**src/rtl/pc_flow_monitor.sv**
```systemverilog
// Passive fetch-stream checker: flags committed fetches whose address is not previous PC + 1
// unless a redirect exempts them, records the first violation and alarms on clustered skips.
module pc_flow_monitor #(
  parameter int ALARM_THRESH = 2,
  parameter int WINDOW       = 16,
  parameter int CNT_W        = 8
) (
  input  logic             clk,
  input  logic             rst,
  input  logic             fetch_valid,
  input  logic [15:0]      fetch_pc,
  input  logic [7:0]       fetch_instr,
  input  logic             redirect,
  input  logic             clear_alarm,
  output logic             alarm,
  output logic             mismatch_pulse,
  output logic [CNT_W-1:0] mismatch_count,
  output logic             cap_valid,
  output logic [15:0]      cap_pc,
  output logic [15:0]      cap_expected,
  output logic [3:0]       cap_opcode
);

  localparam int WIN_W = $clog2(WINDOW + 1);
  localparam logic [WIN_W-1:0] WINDOW_V = WIN_W'(WINDOW);
  localparam logic [WIN_W-1:0] THRESH_V = WIN_W'(ALARM_THRESH);
  localparam logic [CNT_W-1:0] CNT_MAX  = {CNT_W{1'b1}};

  typedef enum logic [1:0] {IDLE, TRACK, ALARM} state_t;

  state_t           state_reg;
  logic [15:0]      prev_pc_reg;
  logic [3:0]       prev_op_reg;
  logic             pending_redir_reg;
  logic [WIN_W-1:0] win_fetch_reg;
  logic [WIN_W-1:0] win_miss_reg;
  logic             alarm_reg;
  logic             pulse_reg;
  logic [CNT_W-1:0] count_reg;
  logic             cap_valid_reg;
  logic [15:0]      cap_pc_reg;
  logic [15:0]      cap_expected_reg;
  logic [3:0]       cap_opcode_reg;

  logic [15:0]      expected_next;
  logic             exempt_next;
  logic             compare_next;
  logic             mismatch_next;
  logic [WIN_W-1:0] win_fetch_next;
  logic [WIN_W-1:0] win_miss_next;
  logic             window_full_next;
  logic             thresh_hit_next;

  // Evaluation of the fetch presented this cycle; 16-bit add wraps 0xFFFF to 0x0000.
  always_comb begin
    expected_next    = prev_pc_reg + 16'd1;
    exempt_next      = redirect | pending_redir_reg;
    compare_next     = fetch_valid && (state_reg != IDLE) && !exempt_next;
    mismatch_next    = compare_next && (fetch_pc != expected_next);
    win_fetch_next   = win_fetch_reg + WIN_W'(1);
    win_miss_next    = win_miss_reg + WIN_W'(mismatch_next);
    window_full_next = compare_next && (win_fetch_next >= WINDOW_V);
    thresh_hit_next  = compare_next && (win_miss_next >= THRESH_V);
  end

  always_ff @(posedge clk) begin
    if (rst) begin
      state_reg         <= IDLE;
      prev_pc_reg       <= '0;
      prev_op_reg       <= '0;
      pending_redir_reg <= 1'b0;
      win_fetch_reg     <= '0;
      win_miss_reg      <= '0;
      alarm_reg         <= 1'b0;
      pulse_reg         <= 1'b0;
      count_reg         <= '0;
      cap_valid_reg     <= 1'b0;
      cap_pc_reg        <= '0;
      cap_expected_reg  <= '0;
      cap_opcode_reg    <= '0;
    end else begin
      pulse_reg <= mismatch_next;

      if (mismatch_next && (count_reg != CNT_MAX)) begin
        count_reg <= count_reg + CNT_W'(1);
      end

      // Reference PC follows every committed fetch, exempt or not.
      if (fetch_valid) begin
        prev_pc_reg       <= fetch_pc;
        prev_op_reg       <= fetch_instr[7:4];
        pending_redir_reg <= 1'b0;
      end else if (redirect) begin
        pending_redir_reg <= 1'b1;
      end

      // State and alarm move together so alarm is a registered image of ALARM.
      case (state_reg)
        IDLE: begin
          alarm_reg <= 1'b0;
          if (fetch_valid) begin
            state_reg <= TRACK;
          end
        end
        TRACK: begin
          if (!clear_alarm && thresh_hit_next) begin
            state_reg <= ALARM;
            alarm_reg <= 1'b1;
          end else begin
            alarm_reg <= 1'b0;
          end
        end
        ALARM: begin
          if (clear_alarm) begin
            state_reg <= TRACK;
            alarm_reg <= 1'b0;
          end else begin
            alarm_reg <= 1'b1;
          end
        end
        default: begin
          state_reg <= IDLE;
          alarm_reg <= 1'b0;
        end
      endcase

      // The clear overrides any window progress made by a same-cycle fetch.
      if (clear_alarm || window_full_next) begin
        win_fetch_reg <= '0;
        win_miss_reg  <= '0;
      end else if (compare_next) begin
        win_fetch_reg <= win_fetch_next;
        win_miss_reg  <= win_miss_next;
      end

      // A mismatch arriving with a clear becomes the new first-violation record.
      if (mismatch_next && (!cap_valid_reg || clear_alarm)) begin
        cap_valid_reg    <= 1'b1;
        cap_pc_reg       <= fetch_pc;
        cap_expected_reg <= expected_next;
        cap_opcode_reg   <= prev_op_reg;
      end else if (clear_alarm) begin
        cap_valid_reg    <= 1'b0;
        cap_pc_reg       <= '0;
        cap_expected_reg <= '0;
        cap_opcode_reg   <= '0;
      end
    end
  end

  assign alarm          = alarm_reg;
  assign mismatch_pulse = pulse_reg;
  assign mismatch_count = count_reg;
  assign cap_valid      = cap_valid_reg;
  assign cap_pc         = cap_pc_reg;
  assign cap_expected   = cap_expected_reg;
  assign cap_opcode     = cap_opcode_reg;

endmodule

```
**config.mk**
```make
export PLATFORM = sky130hd
export DESIGN_NAME = pc_flow_monitor
export DESIGN_NICKNAME = d
export VERILOG_FILES = /design/src/rtl/pc_flow_monitor.sv
export SDC_FILE = /design/constraint.sdc
export NUM_CORES = 1
export LEC_CHECK = 0
export ABC_AREA = 1
export CAP_MARGIN = 10
export CELL_PAD_IN_SITES_DETAIL_PLACEMENT = 1
export CELL_PAD_IN_SITES_GLOBAL_PLACEMENT = 1
export CORE_MARGIN = 10
export CORE_UTILIZATION = 40
export CTS_BUF_LIST = sky130_fd_sc_hd__clkbuf_4 sky130_fd_sc_hd__clkbuf_8 sky130_fd_sc_hd__clkbuf_16
export DETAILED_ROUTE_END_ITERATION = 6
export DONT_BUFFER_PORTS = 1
export HOLD_SLACK_MARGIN = 0.02
export PLACE_DENSITY = 0.7
export SLEW_MARGIN = 20
export SYNTH_ARGS = -nofsm -noshare
export SYNTH_HDL_FRONTEND = slang
export SYNTH_SLANG_ARGS = --single-unit
```
**constraint.sdc**
```tcl
create_clock -name clk -period 7.5 [get_ports clk]
set_clock_uncertainty 0.15 [all_clocks]
set_input_delay 1.5 -clock clk [delete_from_list [all_inputs] [get_ports clk]]
set_output_delay 1.5 -clock clk [all_outputs]
set_load 0.01 [all_outputs]
```
==> impl_metrics.py, run 1 <==
metrics = {
    "run_status": {
        "outcome": "finished clean",
    },
    "critical_path": {
        "path_delay_family": "simple AND/OR/NAND/NOR gates",
        "cp.arrival_ps": 4440,
        "crit_path_end_kind": "flip-flop",
        "cp-start-kind": "primary input",
        "worst_path_largest_cell_delay_ps": 300,
        "crit_top_cell": "nand2_1",
        "crit_required_ps": 7590,
        "path_cells": "xor2_1 > nand2_1 > nor2_1 > nand2_1 > nor2_1 > nand3_1 > nor2_2 > nand2_4 > nand2_1 > inv_1 > ha_1 > ha_1 > nand3_1 > xor2_1 > nor2_1 > nand3b_1 > nand3_1 > nand2_1 > o211ai_1 > o21ai_0 > a21oi_1",
        "crit_type": "in -> reg",
        "crit_path_max_fanout": 44,
        "crit_buf_inv": 1,
        "cp_slowest_cell": "nand2_4",
    },
    "synthesis": {
        "ys_seq_area_frac": 0.398,
        "ys_top_cells_by_area": "dfxtp_1 (40%), nand3_1 (9.7%), a21oi_1 (8.6%)",
        "syn_nets": 593,
        "yosysTopAreaCell": "dfxtp_1",
        "syn_inst": 555,
        "synth_area_um2": 4030,
        "netlist.area_leader.share": 0.398,
        "yosysWarnings": 0,
        "ys_seq_elements": 80,
        "ys_types": 25,
        "syn_area_per_cell_um2": 7.25,
    },
    "final_layout": {
        "insertedDiodeCount": 0,
        "syn_to_final_growth_pct": 6.37,
        "regArea_um2": 1600,
        "multi_input_area_um2": 2100,
        "post-route-util": 0.438,
        "fill_cells": 1276,
        "layout-drive-gt1-share": 0.0571,
        "fin_nets": 577,
    },
    "cts": {
        "holdBufCountCts": 0,
        "post_cts_resize_count": 0,
        "clockBufferDepth": 2,
        "tritoncts": "yes",
        "cts_sinks": 80,
        "clk_pin_slew_worst_paths_ps": 80,
        "cts_root_buf": "clkbuf_8",
        "clock_latency_ps": 360,
        "cts.htree.levels": 3,
        "postCtsSetupBuffers": 0,
        "numCtsBuffers": 9,
    },
    "sta": {
        "clock.fmax_mhz": 230,
        "slew-limit-headroom": 0.487,
        "max_slew.worst_pin.slew_ps": 766,
        "period_needed_ps": 4350,
        "setup_violations": 0,
        "finalCritPeriodShare": 0.580,
        "fin_setup_tns_ps": 0,
        "hold_viol_final": 0,
        "rsz0062_at_grt": "false",
        "slew_violations": 0,
    },
    "route": {
        "ant_nets": 0,
        "wl_per_cell_um": 18.6,
        "dr.first_iter.drc_count": 220,
        "drc": 0,
        "vias": 3738,
        "routed_wl_um": 12600,
        "vias_per_cell": 5.53,
        "dr.pass1.iters": 4,
    },
    "floorplanning": {
        "dieArea_um2": 14500,
        "chipHeight_um": 120,
        "core_area_um2": 9770,
        "rows": 36,
        "die_w_um": 120,
        "initial_utilization": 0.412,
        "io_pins": 76,
    },
    "global_route": {
        "grt_max_degree": 55,
        "gr-total-overflow": 0,
        "grtUsageMet2": 0.304,
        "grt_pass1_wl_um": 20400,
        "met1_usage": 0.196,
        "grt.busiest_layer": "met2",
        "use_met3": 0.0507,
        "grt_pass1_vias": 3837,
        "gr-usage-all-layers": 0.174,
        "antenna_found_initial": 0,
    },
    "place": {
        "hpwlAfterDp_um": 9060,
        "gp_congestion": 0.818,
        "port_buffers": 0,
    },
    "run": {
        "cap_violations": 0,
    },
    "min_path": {
        "hold_path.class": "reg -> reg",
    },
    "power_and_ir_drop": {
        "clkPwrFrac": 0.348,
        "combPwrFrac": 0.157,
        "power.density_nw_per_um2": 225,
        "seqPwrFrac": 0.496,
        "ir_worst_vdd_mv": 0.101,
        "swShare": 0.306,
        "internal-power_uw": 670,
        "p_leak_nw": 1.69,
        "switchingPower_uw": 295,
    },
}
power by group through the flow:
stage	registers (mW)	logic, mW	clock network (mW)
after floorplan	0.481	0.126	0
after global placement	0.488	0.145	0
after detailed placement	0.490	0.151	0
after CTS	0.479	0.152	0.345
after global routing	0.483	0.175	0.362
final	0.478	0.151	0.336
worst paths after layout:
kind               startpoint          endpoint  slack, ps  cells past startpoint
max               fetch_pc[0]      state_reg[0]       3150                     21
min          win_fetch_reg[4]  win_fetch_reg[4]        340                      2
max reg2reg    prev_pc_reg[0]      state_reg[0]       3280                     25
min reg2reg  win_fetch_reg[4]  win_fetch_reg[4]        340                      2
area by class of cell:
type	count	area share
Clock inverter	4	0.0123
Timing Repair Buffer	4	0.00701
Sequential cell	80	0.374
Tap cell	133	0.0389
Clock buffer	11	0.0353
Inverter	47	0.0412
Multi-Input combinational cell	397	0.491
placed cells by master (no fill, tap or decap):
cell and instances:
xnor3_1 2, nor3_1 4, ha_1 9, bufinv_16 1, xnor2_1 4, nand2_4 1
o21ai_0 25, o211ai_1 2, nand4_1 50, inv_1 46, inv_6 1, nand3_1 78
or2_2 1, nand3_4 1, buf_4 4, inv_2 1, clkinv_4 1, a21oi_1 69
clkbuf_8 11, nor2_2 6, dfxtp_1 80, clkinv_2 1, nand2_1 89, xor2_1 12
nor2_1 39, nand3b_1 3, nor2_4 2
tightest hold or removal path: stages, from the launching register on:
cell     delay [ps]
dfxtp_1         320
nand3_1          80
nor2_1           40
per-stage QoR:
step                instance area [um2]  hold WS (ps)  instances  setup WS [ps]  power, mW
floorplan                          4030           295        555           3630      0.607
global placement                   4080           306        661           2820      0.633
detailed placement                 4080           326        661           2760      0.640
CTS                                4280           338        676           3140      0.976
global route                       4280           362        676           2780       1.02
finish                             4280           337        676           3150      0.965
logic make-up (layout without fill, tap and decap cells):
| logic type | count (synthesis) | after routing | synth area share |
|---|---|---|---|
| and+or+nand+nor | 274 | 274 | 0.328 |
| DFF | 80 | 80 | 0.398 |
| buffers and inverters | 78 | 66 | 0.0796 |
| adders and majority gates | 9 | 9 | 0.0280 |
| AOI/OAI and AO/OA | 96 | 96 | 0.121 |
| xor gates and xnor gates | 18 | 18 | 0.0460 |
routing by layer:
layer  up-vias  routed length [um]
met5         -                   0
met4         0                 194
met3        14                 689
met2        54                6420
met1      1807                5260
li1       1863                   -
synthesized netlist by cell type (all sizes together):
| cell type | n |
|---|---|
| inv | 47 |
| buf | 10 |
| nand4 | 50 |
| nor2 | 47 |
| nand3b | 3 |
| dfxtp | 80 |
| nand3 | 79 |
| ha | 9 |
| o211ai | 2 |
| or2 | 1 |
| nor3 | 4 |
| o21ai | 25 |
| xnor2 | 4 |
| xnor3 | 2 |
| a21oi | 69 |
| xor2 | 12 |
| nand2 | 90 |
| clkbuf | 21 |
(Power assumes the default switching activity.)
==> inputs of run 2 (changes only) <==
PLACE_DENSITY = 0.73   (was 0.7)
clock period = 3.6 ns   (was 7.5 ns; I/O delays follow)
==> run 2 against run 1 <==
Effect of this change:
- sequential power is 110% higher
- die area did not move
- core utilization increased by 1.8 points
- clock-buffer cell count is 1 lower
- global-route usage rose by 0.14 points
- critical path type is now reg -> reg
- critical endpoint unchanged
- clock power rose by 110%
==> impl_metrics.py, run 2 (same netlist as run 1, synthesis figures left out) <==
metrics = {
    "run_status": {
        "outcome": "finished clean",
    },
    "critical_path": {
        "crit_path_end_kind": "flip-flop",
        "rrSetupSlack_ps": 240,
        "cp_slowest_cell": "dfxtp_4",
        "crit_path_max_fanout": 5,
        "cp-start-kind": "flip-flop",
        "crit_type": "reg -> reg",
        "r2r_end": "state_reg[0]",
        "crit_required_ps": 3680,
        "r2r_start": "prev_pc_reg[0]",
        "cp.arrival_ps": 3440,
        "worst-r2r-cell-count": 26,
        "worst_path_largest_cell_delay_ps": 380,
        "crit_top_cell": "nand2_2",
    },
    "cts": {
        "numCtsBuffers": 9,
        "cts_root_buf": "clkbuf_8",
        "tritoncts": "yes",
        "cts.htree.levels": 3,
        "clk_pin_slew_worst_paths_ps": 90,
        "clock_latency_ps": 350,
        "holdBufCountCts": 0,
        "clockBufferDepth": 2,
        "cts_sinks": 80,
    },
    "power_and_ir_drop": {
        "power.density_nw_per_um2": 457,
        "p_leak_nw": 1.75,
        "ir_worst_vdd_mv": 0.171,
    },
    "sta": {
        "slew-limit-headroom": 0.523,
        "max_slew.worst_pin.slew_ps": 712,
        "setup_slack_ps": 241,
        "clock.fmax_mhz": 298,
        "finalCritPeriodShare": 0.933,
        "setup_violations": 0,
        "hold_viol_final": 0,
        "slew_violations": 0,
        "period_needed_ps": 3360,
    },
    "final_layout": {
        "layout-drive-gt1-share": 0.111,
        "final_cell_mix": "nand2_1 (83), dfxtp_1 (77), nand3_1 (76)",
        "fin_nets": 590,
        "final_common_cell": "nand2_1",
        "insertedDiodeCount": 0,
        "post-route-util": 0.456,
        "syn_to_final_growth_pct": 10.8,
        "fill_cells": 1232,
        "multi_input_area_um2": 2170,
        "regArea_um2": 1610,
    },
    "global_route": {
        "grt_pass1_vias": 3935,
        "grt_max_degree": 55,
        "grt_pass1_wl_um": 20600,
        "gr-total-overflow": 0,
        "gr-usage-all-layers": 0.175,
        "antenna_found_initial": 0,
    },
    "route": {
        "vias": 3840,
        "ant_nets": 0,
        "wl_per_cell_um": 18.6,
        "vias_per_cell": 5.57,
        "drc": 0,
        "routed_wl_um": 12900,
        "dr.first_iter.drc_count": 216,
        "dr.pass1.iters": 4,
    },
    "place": {
        "gp_congestion": 0.838,
        "pre_cts_ws_ps": -30.2,
        "port_buffers": 0,
        "hpwlAfterDp_um": 9060,
    },
    "floorplanning": {
        "rows": 36,
        "io_pins": 76,
        "initial_utilization": 0.412,
        "chipHeight_um": 120,
        "dieArea_um2": 14500,
        "core_area_um2": 9770,
        "die_w_um": 120,
    },
    "min_path": {
        "hold_path.class": "in -> reg",
        "min_to": "mismatch_count[0]",
        "min_path_cells": 1,
        "hp-start": "rst",
    },
    "run": {
        "cap_violations": 0,
    },
}
[run 2: cell type report]
type                            count  share of cell area
Multi-Input combinational cell    397               0.486
Sequential cell                    80               0.361
Inverter                           47              0.0395
Tap cell                          133              0.0373
Clock buffer                       10              0.0308
Timing Repair Buffer               17              0.0294
Clock inverter                      6              0.0163
[run 2: worst max-delay path, delay by kind of cell, from the launching register on]
family	cells	cell delay (ps)
xor+xnor	1	160
flops	1	380
fa+ha+maj	3	520
compound gates	3	390
simple gates	17	1460
buf+inv	2	190
[run 2: timing repair]
item | 4_1_cts | 5_1_grt
setup buffers | 4 | 2
cloned | 0 | 0
gates resized for setup | 4 | 22
setup endpoints to repair | 2 | 3
pin swaps | 3 | 8
[run 2: how the worst max path moves through the flow]
stage	start	to	slack, ps	depth (start not counted)
final	prev_pc_reg[0]	state_reg[0]	240	26
after global routing	prev_pc_reg[4]	state_reg[1]	-70	24
after CTS	prev_pc_reg[0]	state_reg[1]	2	26
after detailed placement	prev_pc_reg[1]	state_reg[0]	-30	25
after global placement	prev_pc_reg[1]	state_reg[0]	70	25
after floorplan	prev_pc_reg[0]	state_reg[0]	460	25
[run 2: metrics by stage]
stage | hold WS [ps] | setup TNS [ps] | power [mW] | instance area, um2 | std cells
4_1_cts | 269 | 0 | 2.05 | 4380 | 688
3_3_place_gp | 303 | 0 | 1.32 | 4130 | 668
2_1_floorplan | 295 | 0 | 1.27 | 4030 | 555
5_1_grt | 258 | -124 | 2.16 | 4460 | 690
3_5_place_dp | 316 | -53.6 | 1.34 | 4130 | 668
6_report | 285 | 0 | 2.04 | 4460 | 690
[run 2: power breakdown]
group | internal [mW] | switching [mW] | leakage (nW) | total, mW
sequential | 0.937 | 0.0622 | 0.653 | 1.00
combinational | 0.111 | 0.218 | 0.992 | 0.328
clock | 0.350 | 0.361 | 0.109 | 0.711
total | 1.40 | 0.641 | 1.75 | 2.04
[run 2: metal layers]
layer | global-route usage | vias to the layer above | share of wire
met2 | 0.310 | 76 | 0.52
met5 | 0 | - | 0
met3 | 0.0503 | 10 | 0.068
li1 | - | 1888 | -
met1 | 0.195 | 1866 | 0.40
met4 | 0.0641 | 0 | 0.013
